[config.mk]
export PLATFORM = sky130hd
export DESIGN_NAME = pulse_swallow_ctrl
export DESIGN_NICKNAME = d
export VERILOG_FILES = /design/src/rtl/pulse_swallow_ctrl_pkg.sv /design/src/rtl/pulse_swallow_ctrl_down_counter.sv /design/src/rtl/pulse_swallow_ctrl.sv
export SDC_FILE = /design/constraint.sdc
export NUM_CORES = 1
export LEC_CHECK = 0
export ABC_AREA = 0
export CAP_MARGIN = 0
export CORE_ASPECT_RATIO = 0.6
export CORE_UTILIZATION = 23
export DETAILED_ROUTE_END_ITERATION = 16
export GPL_TIMING_DRIVEN = 0
export PLACE_DENSITY = 0.35
export SKIP_CTS_REPAIR_TIMING = 1
export SLEW_MARGIN = 20
export SYNTH_ARGS = -nofsm -noshare
export SYNTH_HDL_FRONTEND = slang
export SYNTH_HIERARCHICAL = 1
export SYNTH_SLANG_ARGS = --single-unit
[constraint.sdc]
create_clock -name clk_in -period 6.2 [get_ports clk_in]
set_input_delay 1.24 -clock clk_in [delete_from_list [all_inputs] [get_ports clk_in]]
set_output_delay 1.24 -clock clk_in [all_outputs]
set_load 0.02 [all_outputs]
[src/rtl/pulse_swallow_ctrl_pkg.sv]
// Shared definitions for the pulse-swallow controller: FSM encoding, default
// configuration and the clamp rule applied to program/swallow values.
package pulse_swallow_ctrl_pkg;

    // mod is taken straight from the state flop, so SWALLOW must encode as 1.
    typedef enum logic {
        ST_MAIN    = 1'b0,
        ST_SWALLOW = 1'b1
    } state_e;

    localparam int WIDTH_DEF = 6;
    localparam int P_DEF_DEF = 8;
    localparam int S_DEF_DEF = 0;

    // A program value of zero is replaced by P_MIN. A swallow value above the
    // program value is clamped to the program value. Either case flags cfg_err.
    localparam int P_MIN = 1;

endpackage

[src/rtl/pulse_swallow_ctrl_down_counter.sv]
// Loadable WIDTH-bit down counter with a zero flag. It holds at zero until it
// is reloaded. The asynchronous reset value is set by a parameter.
module down_counter
    import pulse_swallow_ctrl_pkg::*;
#(
    parameter int               WIDTH   = WIDTH_DEF,
    parameter logic [WIDTH-1:0] RST_VAL = '0
) (
    input  logic             clk_in,
    input  logic             rstb,
    input  logic             load,
    input  logic [WIDTH-1:0] load_val,
    output logic [WIDTH-1:0] count,
    output logic             zero
);

    logic [WIDTH-1:0] count_d;
    logic [WIDTH-1:0] count_q;

    always_comb begin
        count_d = count_q;
        if (load) begin
            count_d = load_val;
        end else if (count_q != '0) begin
            count_d = count_q - WIDTH'(1);
        end
    end

    // NOTE: sequential state is written with non-blocking assignments only, so
    // every flop samples the values that were present before the edge.
    always_ff @(posedge clk_in or negedge rstb) begin
        if (!rstb) begin
            count_q <= RST_VAL;
        end else begin
            count_q <= count_d;
        end
    end

    assign count = count_q;
    assign zero  = (count_q == '0);

endmodule

[src/rtl/pulse_swallow_ctrl.sv]
// Pulse-swallow controller for a dual-modulus 3/4 prescaler. One period lasts
// P clk_in cycles, and mod is high for the first S of them (3*P + S input clocks).
module pulse_swallow_ctrl
    import pulse_swallow_ctrl_pkg::*;
#(
    parameter int WIDTH = WIDTH_DEF,
    parameter int P_DEF = P_DEF_DEF,
    parameter int S_DEF = S_DEF_DEF
) (
    input  logic             clk_in,
    input  logic             rstb,
    input  logic [WIDTH-1:0] p_val,
    input  logic [WIDTH-1:0] s_val,
    input  logic             load,
    output logic             mod,
    output logic             tc,
    output logic             cfg_err
);

    typedef struct packed {
        logic [WIDTH-1:0] p;
        logic [WIDTH-1:0] s;
        logic             err;
    } cfg_t;

    function automatic cfg_t clamp_cfg(input logic [WIDTH-1:0] p,
                                       input logic [WIDTH-1:0] s);
        cfg_t r;
        r.p   = p;
        r.s   = s;
        r.err = 1'b0;
        if (p == '0) begin
            r.p   = WIDTH'(P_MIN);
            r.err = 1'b1;
        end
        if (s > r.p) begin
            r.s   = r.p;
            r.err = 1'b1;
        end
        return r;
    endfunction

    localparam cfg_t             RST_CFG   = clamp_cfg(WIDTH'(P_DEF), WIDTH'(S_DEF));
    localparam state_e           RST_STATE = (RST_CFG.s != '0) ? ST_SWALLOW : ST_MAIN;
    localparam logic [WIDTH-1:0] RST_CNT   = RST_CFG.p - WIDTH'(1);

    cfg_t   shadow_d, shadow_q;
    cfg_t   act_d, act_q;
    state_e state_d, state_q;
    logic   tc_d, tc_q;

    cfg_t             load_cfg;
    cfg_t             next_cfg;
    logic [WIDTH-1:0] cnt_q;
    logic             cnt_zero;
    logic [WIDTH-1:0] cnt_load_val;
    logic [WIDTH-1:0] rem_next;
    logic [WIDTH-1:0] main_len;

    // cnt_q holds the cycles left in the period (P_act-1-c). A zero count marks
    // the tc cycle, and the counter reloads on the edge that ends that cycle.
    down_counter #(
        .WIDTH   (WIDTH),
        .RST_VAL (RST_CNT)
    ) u_cnt (
        .clk_in   (clk_in),
        .rstb     (rstb),
        .load     (cnt_zero),
        .load_val (cnt_load_val),
        .count    (cnt_q),
        .zero     (cnt_zero)
    );

    // A load on the tc cycle bypasses the shadow so it can govern the next period.
    always_comb begin
        load_cfg     = clamp_cfg(p_val, s_val);
        next_cfg     = load ? load_cfg : shadow_q;
        shadow_d     = load ? load_cfg : shadow_q;
        cnt_load_val = next_cfg.p - WIDTH'(1);
        rem_next     = cnt_q - WIDTH'(1);
        main_len     = act_q.p - act_q.s;
    end

    // c_next < S is equivalent to rem_next >= P - S, so mod comes from the counter.
    always_comb begin
        act_d   = act_q;
        state_d = state_q;
        tc_d    = tc_q;
        if (cnt_zero) begin
            act_d   = next_cfg;
            state_d = (next_cfg.s != '0) ? ST_SWALLOW : ST_MAIN;
            tc_d    = (next_cfg.p == WIDTH'(1));
        end else begin
            state_d = (rem_next >= main_len) ? ST_SWALLOW : ST_MAIN;
            tc_d    = (cnt_q == WIDTH'(1));
        end
    end

    always_ff @(posedge clk_in or negedge rstb) begin
        if (!rstb) begin
            shadow_q <= RST_CFG;
            act_q    <= RST_CFG;
            state_q  <= RST_STATE;
            tc_q     <= 1'b0;
        end else begin
            shadow_q <= shadow_d;
            act_q    <= act_d;
            state_q  <= state_d;
            tc_q     <= tc_d;
        end
    end

    assign mod     = (state_q == ST_SWALLOW);
    assign tc      = tc_q;
    assign cfg_err = act_q.err;

endmodule

Word level (Yosys, flattened, before mapping). Cells that the tools add are included.

Register bits: 34. Input bits: 15. Output and inout port bits: 3. Logic and storage cells: 31.

Add/subtract/negate cells: 3. Order comparisons: 2. Equal/unequal tests: 2. Muxes and demuxes: 10. Reduce and logical (&&, ||, !) cells: 5.

Operators with widths (number): $mux W6 (3); $mux W13 (1); $eq A6 B1 Y1 const B (2); $logic_not A6 Y1 (2); $reduce_bool A6 Y1 (2); $sub A6 B1 Y6 const B (2); $mux W7 (1); $ge A6 B6 Y1 (1); $gt A6 B6 Y1 (1); $sub A6 B6 Y6 (1); $mux W1 (5); $reduce_bool A2 Y1 (1).

Depth between registers and ports, before layout.
Word-level depth: 8. Depth in mapped cells: 12. Mapped depth without buffers: 12.

Cells and area by module. Netlist, hierarchy kept.

By module, submodules not included: pulse_swallow_ctrl (times used 1, cells each 193, area an instance 1853.0 µm², sequential area each 703.2 µm²); down_counter (times used 1, cells each 40, area an instance 404.1 µm², sequential area each 153.9 µm²).

Least setup slack after synthesis. OpenSTA, ideal clock, no wires.

Path kind: input to register. Start point: in p_val[3]. End point: reg state_q, in the netlist mod. Library setup time: 0.141 ns. Arrival: 2.937 ns. Required time: 6.059 ns. Setup slack: 3.123 ns. Stages on the path: 12. Buffers on the path: 1. Cell sequence: nor2_1 a31oi_1 inv_1 ha_1 nor2b_1 o21bai_4 a31o_1 buf_6 mux2i_2 a21oi_2 nor4_2 a31oi_1.

RTL lines: start, declared (RTL line pulse_swallow_ctrl.sv:12) `input logic [WIDTH-1:0] p_val,`; end signal, assigned (RTL line pulse_swallow_ctrl.sv:108) `state_q <= state_d;`; end, declared (RTL line pulse_swallow_ctrl.sv:49) `state_e state_d, state_q;`.

==> impl_metrics.toml <==
[finish]
n_antenna_cell = 0
stdcell_count = 389
drive_gt1_frac = 0.139
finalNetCount = 297
area_growth_pct = 24.0
nFillCells = 1007

[clock_tree]
cts_root_buf = "clkbuf_16"
clock_latency_ps = 280
cts_buffers = 5
cts_tree = "done"
cts.sinks = 34
ctsLongestPathBuffers = 2
path_clk_slew_ps = 60
htree_levels = 2

[grt]
grtUsageTotal = 0.120
grt_pass1_wl_um = 9020
grt_use_met2 = 0.127
grt_pass1_vias = 1620
grt.busiest_layer = "met1"
grtUsageMet1 = 0.210
antenna_found_initial = 0
grt_overflow_total = 0
met3_usage = 0.0323
grt_start_max_net_pins = 27

[critical_path]
crit_start = "p_val[1]"
endpoint_kind = "flip-flop"
startpoint_type = "primary input"
crit_fanout = 5
required_ps = 6320
worstReg2RegStart = "act_q[7]"
cp.arrival_ps = 4030
timing_worst_setup_path_type = "primary input to flip-flop"

[place]
gp_congestion = 0.726
dpl.cell_count = 381
dp_hpwl_um = 4440
port_buffers = 17

[yosys]
synth_top_area_cell = "dfrtp_1"
ys_ff_latch = 34
synthArstFlopShare = 1.00
netlist_instances = 233
synth_edf_count = 0
synth_cell_type_count = 44
postSynthAreaPerCell_sq_um = 9.69
synth_top_cell_area_share = 0.322
netlist_top_cells_count = "32 x inv_1, 29 x dfrtp_1, 23 x ha_1, 23 x nor2_1, 14 x nand2_1"
synth_nets = 272
seq_area_frac_synth = 0.380
synthFlopType = "dfrtp_1"
synth_most_common_cell = "inv_1"
synth-warning-count = 6
synth_area_leaders = "dfrtp_1 32%, ha_1 13%, dfstp_2 5.8%"
syn_area_sq_um = 2260

[routing]
via_count = 1589
drc = 0
wl_um = 5500
avgViaCountPerCell = 4.08
first_iter_violations = 56
drt_first_pass_iters = 4
avgRoutedWirePerCell_um = 14.1
ant_nets = 0

[floorplan]
coreArea_sq_um = 9360
initial_core_util = 0.241
die_h_um = 78.7
die_area_sq_um = 10200
std_cell_rows = 27
ioPinCount = 18
die_x_um = 130

[pwr]
power_leakage_uw = 0.00126
powerDensity_nw_per_um2 = 231
ir_drop_mv = 0.108

[sta]
finalCriticalPeriod_ps = 3910
slew-limit-headroom = 0.559
clock_skew_ps = 4.80
rsz0062_at_grt = "no"
max_freq_mhz = 256
setup-tns-final_ps = 0
worstMarginPinSlew_ps = 643
period_share = 0.630
maxSlewViolCount = 0
finalSetupViolCount = 0
hold_viol = 0
hold_slack_ps = 518

[job]
drv_cap = 0

[hold_path]
hold_path.startpoint = "cfg_err"
min_path_type = "flip-flop to flip-flop"

[run_status]
status = "finished clean"
## cells by family after synthesis
logic type,synth area share
adders and majority gates,0.136
DFF,0.380
and+or+nand+nor,0.129
muxes,0.0615
AOI/OAI and AO/OA,0.156
buffers and inverters,0.0748
xor gates and xnor gates,0.0621
## through the flow
step | util | total power (uW) | setup WS (ps) | instance area, sq um
4_1_cts | 0.299 | 655 | 2260 | 2800
3_3_place_gp | 0.277 | 321 | 1900 | 2590
2_1_floorplan | - | 287 | 3120 | 2260
3_5_place_dp | 0.278 | 321 | 1960 | 2610
6_report | 0.299 | 647 | 2290 | 2800
5_1_grt | 0.299 | 674 | 2080 | 2800
## power breakdown
group / switching, uW / total (uW) / internal, uW
registers: 2.38 / 235 / 233
logic: 47.9 / 81.0 / 33.2
clock network: 99.8 / 331 / 231
total: 150 / 647 / 497
## routing by layer
layer	share of wire	wire, um	vias to the layer above
li1	-	-	846
met1	0.64	3550	723
met2	0.30	1670	16
met3	0.045	249	4
met4	0.0065	36	0
met5	0	0	-
## sequential cells by signal, indices dropped and copies added, names as in the netlist
register / count
act_q: 12
cfg_err: 1
mod: 1
shadow_q: 13
tc: 1
u_cnt/count: 6
## layout make-up
| class | instances | area [sq um] | share of cell area |
|---|---|---|---|
| buffer | 8 | 48.8 | 0.0174 |
| timing repair buffer | 18 | 185 | 0.0662 |
| clock inverter | 3 | 68.8 | 0.0246 |
| inverter | 32 | 120 | 0.0429 |
| multi-input combinational | 159 | 1230 | 0.440 |
| tap | 130 | 163 | 0.0581 |
| sequential | 34 | 857 | 0.306 |
| clock buffer | 5 | 125 | 0.0447 |
## worst max-delay path, cell delays in order
cell	delay (ps)
clkdlybuf4s50_1	610
nor2_1	100
a31oi_1	450
inv_1	90
ha_1	190
nor2b_1	200
o21bai_4	90
a31o_1	220
buf_6	140
mux2i_2	190
a21oi_2	100
nor4_2	260
a31oi_1	140
## cells in the final DEF, fill, tap and decap left out, types with 4 or more instances in the layout
master,count
a31oi_1,4
nand2_1,14
nand3_1,5
mux2_2,4
nor2_1,23
xor2_1,4
clkdlybuf4s50_1,16
mux2i_1,8
ha_1,23
o21ai_0,7
dfstp_2,5
xnor2_1,12
a21oi_1,10
a21o_1,9
clkbuf_1,5
nor3_1,4
inv_1,32
clkbuf_16,5
dfrtp_1,29
## path summary, 6_finish.rpt
path                             end  slack, ps  depth (start not counted)
max in group asynchronous  act_q[10]       4890                          2
min in group asynchronous   act_q[1]        810                          1
max                              mod       2290                         13
min reg2reg                  cfg_err        520                          1
min                          cfg_err        520                          1
max reg2reg                      mod       3570                         12
Power figures use the tool's default switching activity.
==> patch: new RTL, same flow settings <==
`WIDTH_DEF`: 6 -> 12.
--- a/src/rtl/pulse_swallow_ctrl_pkg.sv
+++ b/src/rtl/pulse_swallow_ctrl_pkg.sv
@@ -9,5 +9,5 @@
     } state_e;
 
-    localparam int WIDTH_DEF = 6;
+    localparam int WIDTH_DEF = 12;
     localparam int P_DEF_DEF = 8;
     localparam int S_DEF_DEF = 0;
Interface: changed (resized p_val and s_val); port bits go from 18 to 30. No check against the original RTL was run, so the function may have changed too.
==> patch against the unedited design <==
  * Total power is 80% higher
  * Combinational power is 99% higher
  * Setup slack worse by 0.83 ns
  * Wire length is 150% higher
  * Final area is 91% higher
  * Register-to-register slack worse by 0.80 ns
  * Die area is 93% higher
  * Largest cell class unchanged
  * Final cell count is 97% higher
  * Area after synthesis is 95% higher
  * Clock power is 70% higher
  * Via count is 120% higher
  * Sequential cell count is 30 higher
==> patch: results (changes against the unedited design) <==
Cells and area
The number of filler instances in the final layout is 1934 (was 1007). The fraction of layout cells with a size suffix above 1 is 8.52% (was 13.9%). The total inserted antenna cells is 0 (unchanged). The post-layout instance count excluding filler cells is 768 (was 389).

The flip-flop count of the largest register after layout came to 25 (was 13). The top register by number of flip-flops is shadow_q (unchanged). The final net count is 592 (was 297).

Route
The detailed-route wire length per cell is 17.9 um (was 14.1 um). The number of iterations in the first detailed-routing pass is 5 (was 4). The first-iteration detailed-routing DRC count is 236 (was 56).

The via-per-instance ratio is 4.59 (was 4.08).

Clock tree
The number of H-tree levels is 3 (was 2). The total CTS buffers is 9 (was 5). The insertion delay to the later sink of the worst-skew pair was 0.33 ns (was 0.28 ns). The clock-pin slew on the worst setup and hold paths was 0.06 ns (about the same). The maximum number of buffers from clock root to sink is 2 (unchanged).

The clock tree root buffer cell is clkbuf_16 (unchanged).

Placement
The cell count after placement came to 752 (was 381). The number of port buffers was 29 (was 17). The detailed placer's ending HPWL is 10900 um (was 4440 um). The placer's final routability congestion estimate is 0.787 (was 0.726).

STA
The slew at the pin closest to its max-slew limit is 0.867 ns (was 0.643 ns). The setup clock skew after layout is 0.00821 ns (was 0.00480 ns). The number of hold violations in the final report was 0 (unchanged).

Critical path
The critical path data arrival time came to 4.95 ns (was 4.03 ns). The highest-delay cell along the critical path is clkdlybuf4s50_1 (unchanged). The largest fanout on the critical path came to 10 (was 5).

The delay of the slowest critical-path stage came to 0.55 ns (was 0.61 ns). The family with the most delay on the worst path is simple AND/OR/NAND/NOR gates (was compound AO/OA/AOI/OAI gates). The critical path class is in -> reg (unchanged).

Logic synthesis
The synthesized net count is 551 (was 272). Most used standard cells in the synthesized netlist: dfrtp_1, inv_1, nand2_1, ha_1, nor2_1 (was inv_1, dfrtp_1, ha_1, nor2_1, nand2_1). The post-synthesis average cell area came to 9.15 um2 (was 9.69 um2). The number of distinct library cells after synthesis is 62 (was 44).

The sequential element share of the synthesized area is 36.5% (was 38.0%). The number of warnings issued by yosys is 6 (unchanged). Top post-synthesis cells by area: dfrtp_1, ha_1, xnor2_1 (was dfrtp_1, ha_1, dfstp_2). The share of synthesized flip-flops with an asynchronous set or reset is 100% (unchanged).

Status
Run status: finished clean (unchanged).

Global routing
The pin count of the biggest net entering global routing came to 53 (was 27). The initial antenna violation count came to 0 (unchanged). The via count of the first global-routing pass is 3473 (was 1620). The total congestion overflow is 0 (unchanged).

The wire length of the first global-routing pass came to 21200 um (was 9020 um). The total routing usage reported by global routing is 14.7% (was 12.0%).

Power
The maximum VDD drop is 107 uV (was 108 uV). The leakage power summed over all cells is 2.25 nW (was 1.26 nW).

Min path
The kind of path behind the tightest hold check is reg -> reg (unchanged).
patch: report_power, final:
part,internal [mW],switching (mW)
combinational,0.0587,0.102
sequential,0.438,0.00544
clock,0.364,0.198
total,0.861,0.305
patch: cells by family after synthesis:
family | Yosys count | share of synthesized area (%)
compound gates | 101 | 15.2
xor+xnor | 34 | 6.75
fa+ha+maj | 42 | 12.1
buf+inv | 66 | 5.90
flops | 64 | 36.5
mux | 25 | 5.82
simple gates | 150 | 17.8
patch: cell type report:
class	count	area [um2]	area share, %
multi-input combinational	352	2540	47.5
tap	240	300	5.61
buffer	14	65.1	1.21
inverter	52	195	3.64
clock buffer	10	239	4.46
sequential	64	1610	30.0
timing repair buffer	30	315	5.89
clock inverter	6	91.3	1.71
patch: worst paths after layout:
check                          start              to  slack (ns)  cells past startpoint
setup / recovery           p_val[10]             mod        1.46                     14
hold / removal             act_q[16]       act_q[16]        0.51                      2
setup reg to reg           act_q[13]             mod        2.77                     16
hold reg to reg            act_q[16]       act_q[16]        0.51                      2
max in group asynchronous       rstb       act_q[16]        4.84                      2
min in group asynchronous       rstb  u_cnt/count[3]        0.76                      1
patch: worst register-to-register path, delay by kind of cell (launching register included):
family,cells,cell delay (ns)
compound gates,9,1.85
fa+ha+maj,3,0.86
flops,1,0.35
buf+inv,2,0.13
xor+xnor,1,0.13
simple gates,1,0.04
patch: per-stage QoR:
step	util (%)	hold WS (ns)	cell area, um2	setup WS (ns)
6_report	29.1	0.514	5360	1.46
5_1_grt	29.1	0.526	5360	1.28
4_1_cts	29.1	0.503	5360	1.54
3_5_place_dp	27.3	0.491	5020	1.18
3_3_place_gp	27.2	0.488	5000	1.14
2_1_floorplan	-	0.469	4410	2.37
patch: layer usage:
layer  part of all wire [%]  GRT usage (%)  vias to the layer above  routed length (um)
met3                    3.7           2.94                        6                 509
met5                      0              0                        -                   0
met1                     61           24.9                     1676                8430
met2                     34           17.8                       66                4730
met4                   0.44           2.56                        0                  60
li1                       -              -                     1774                   -
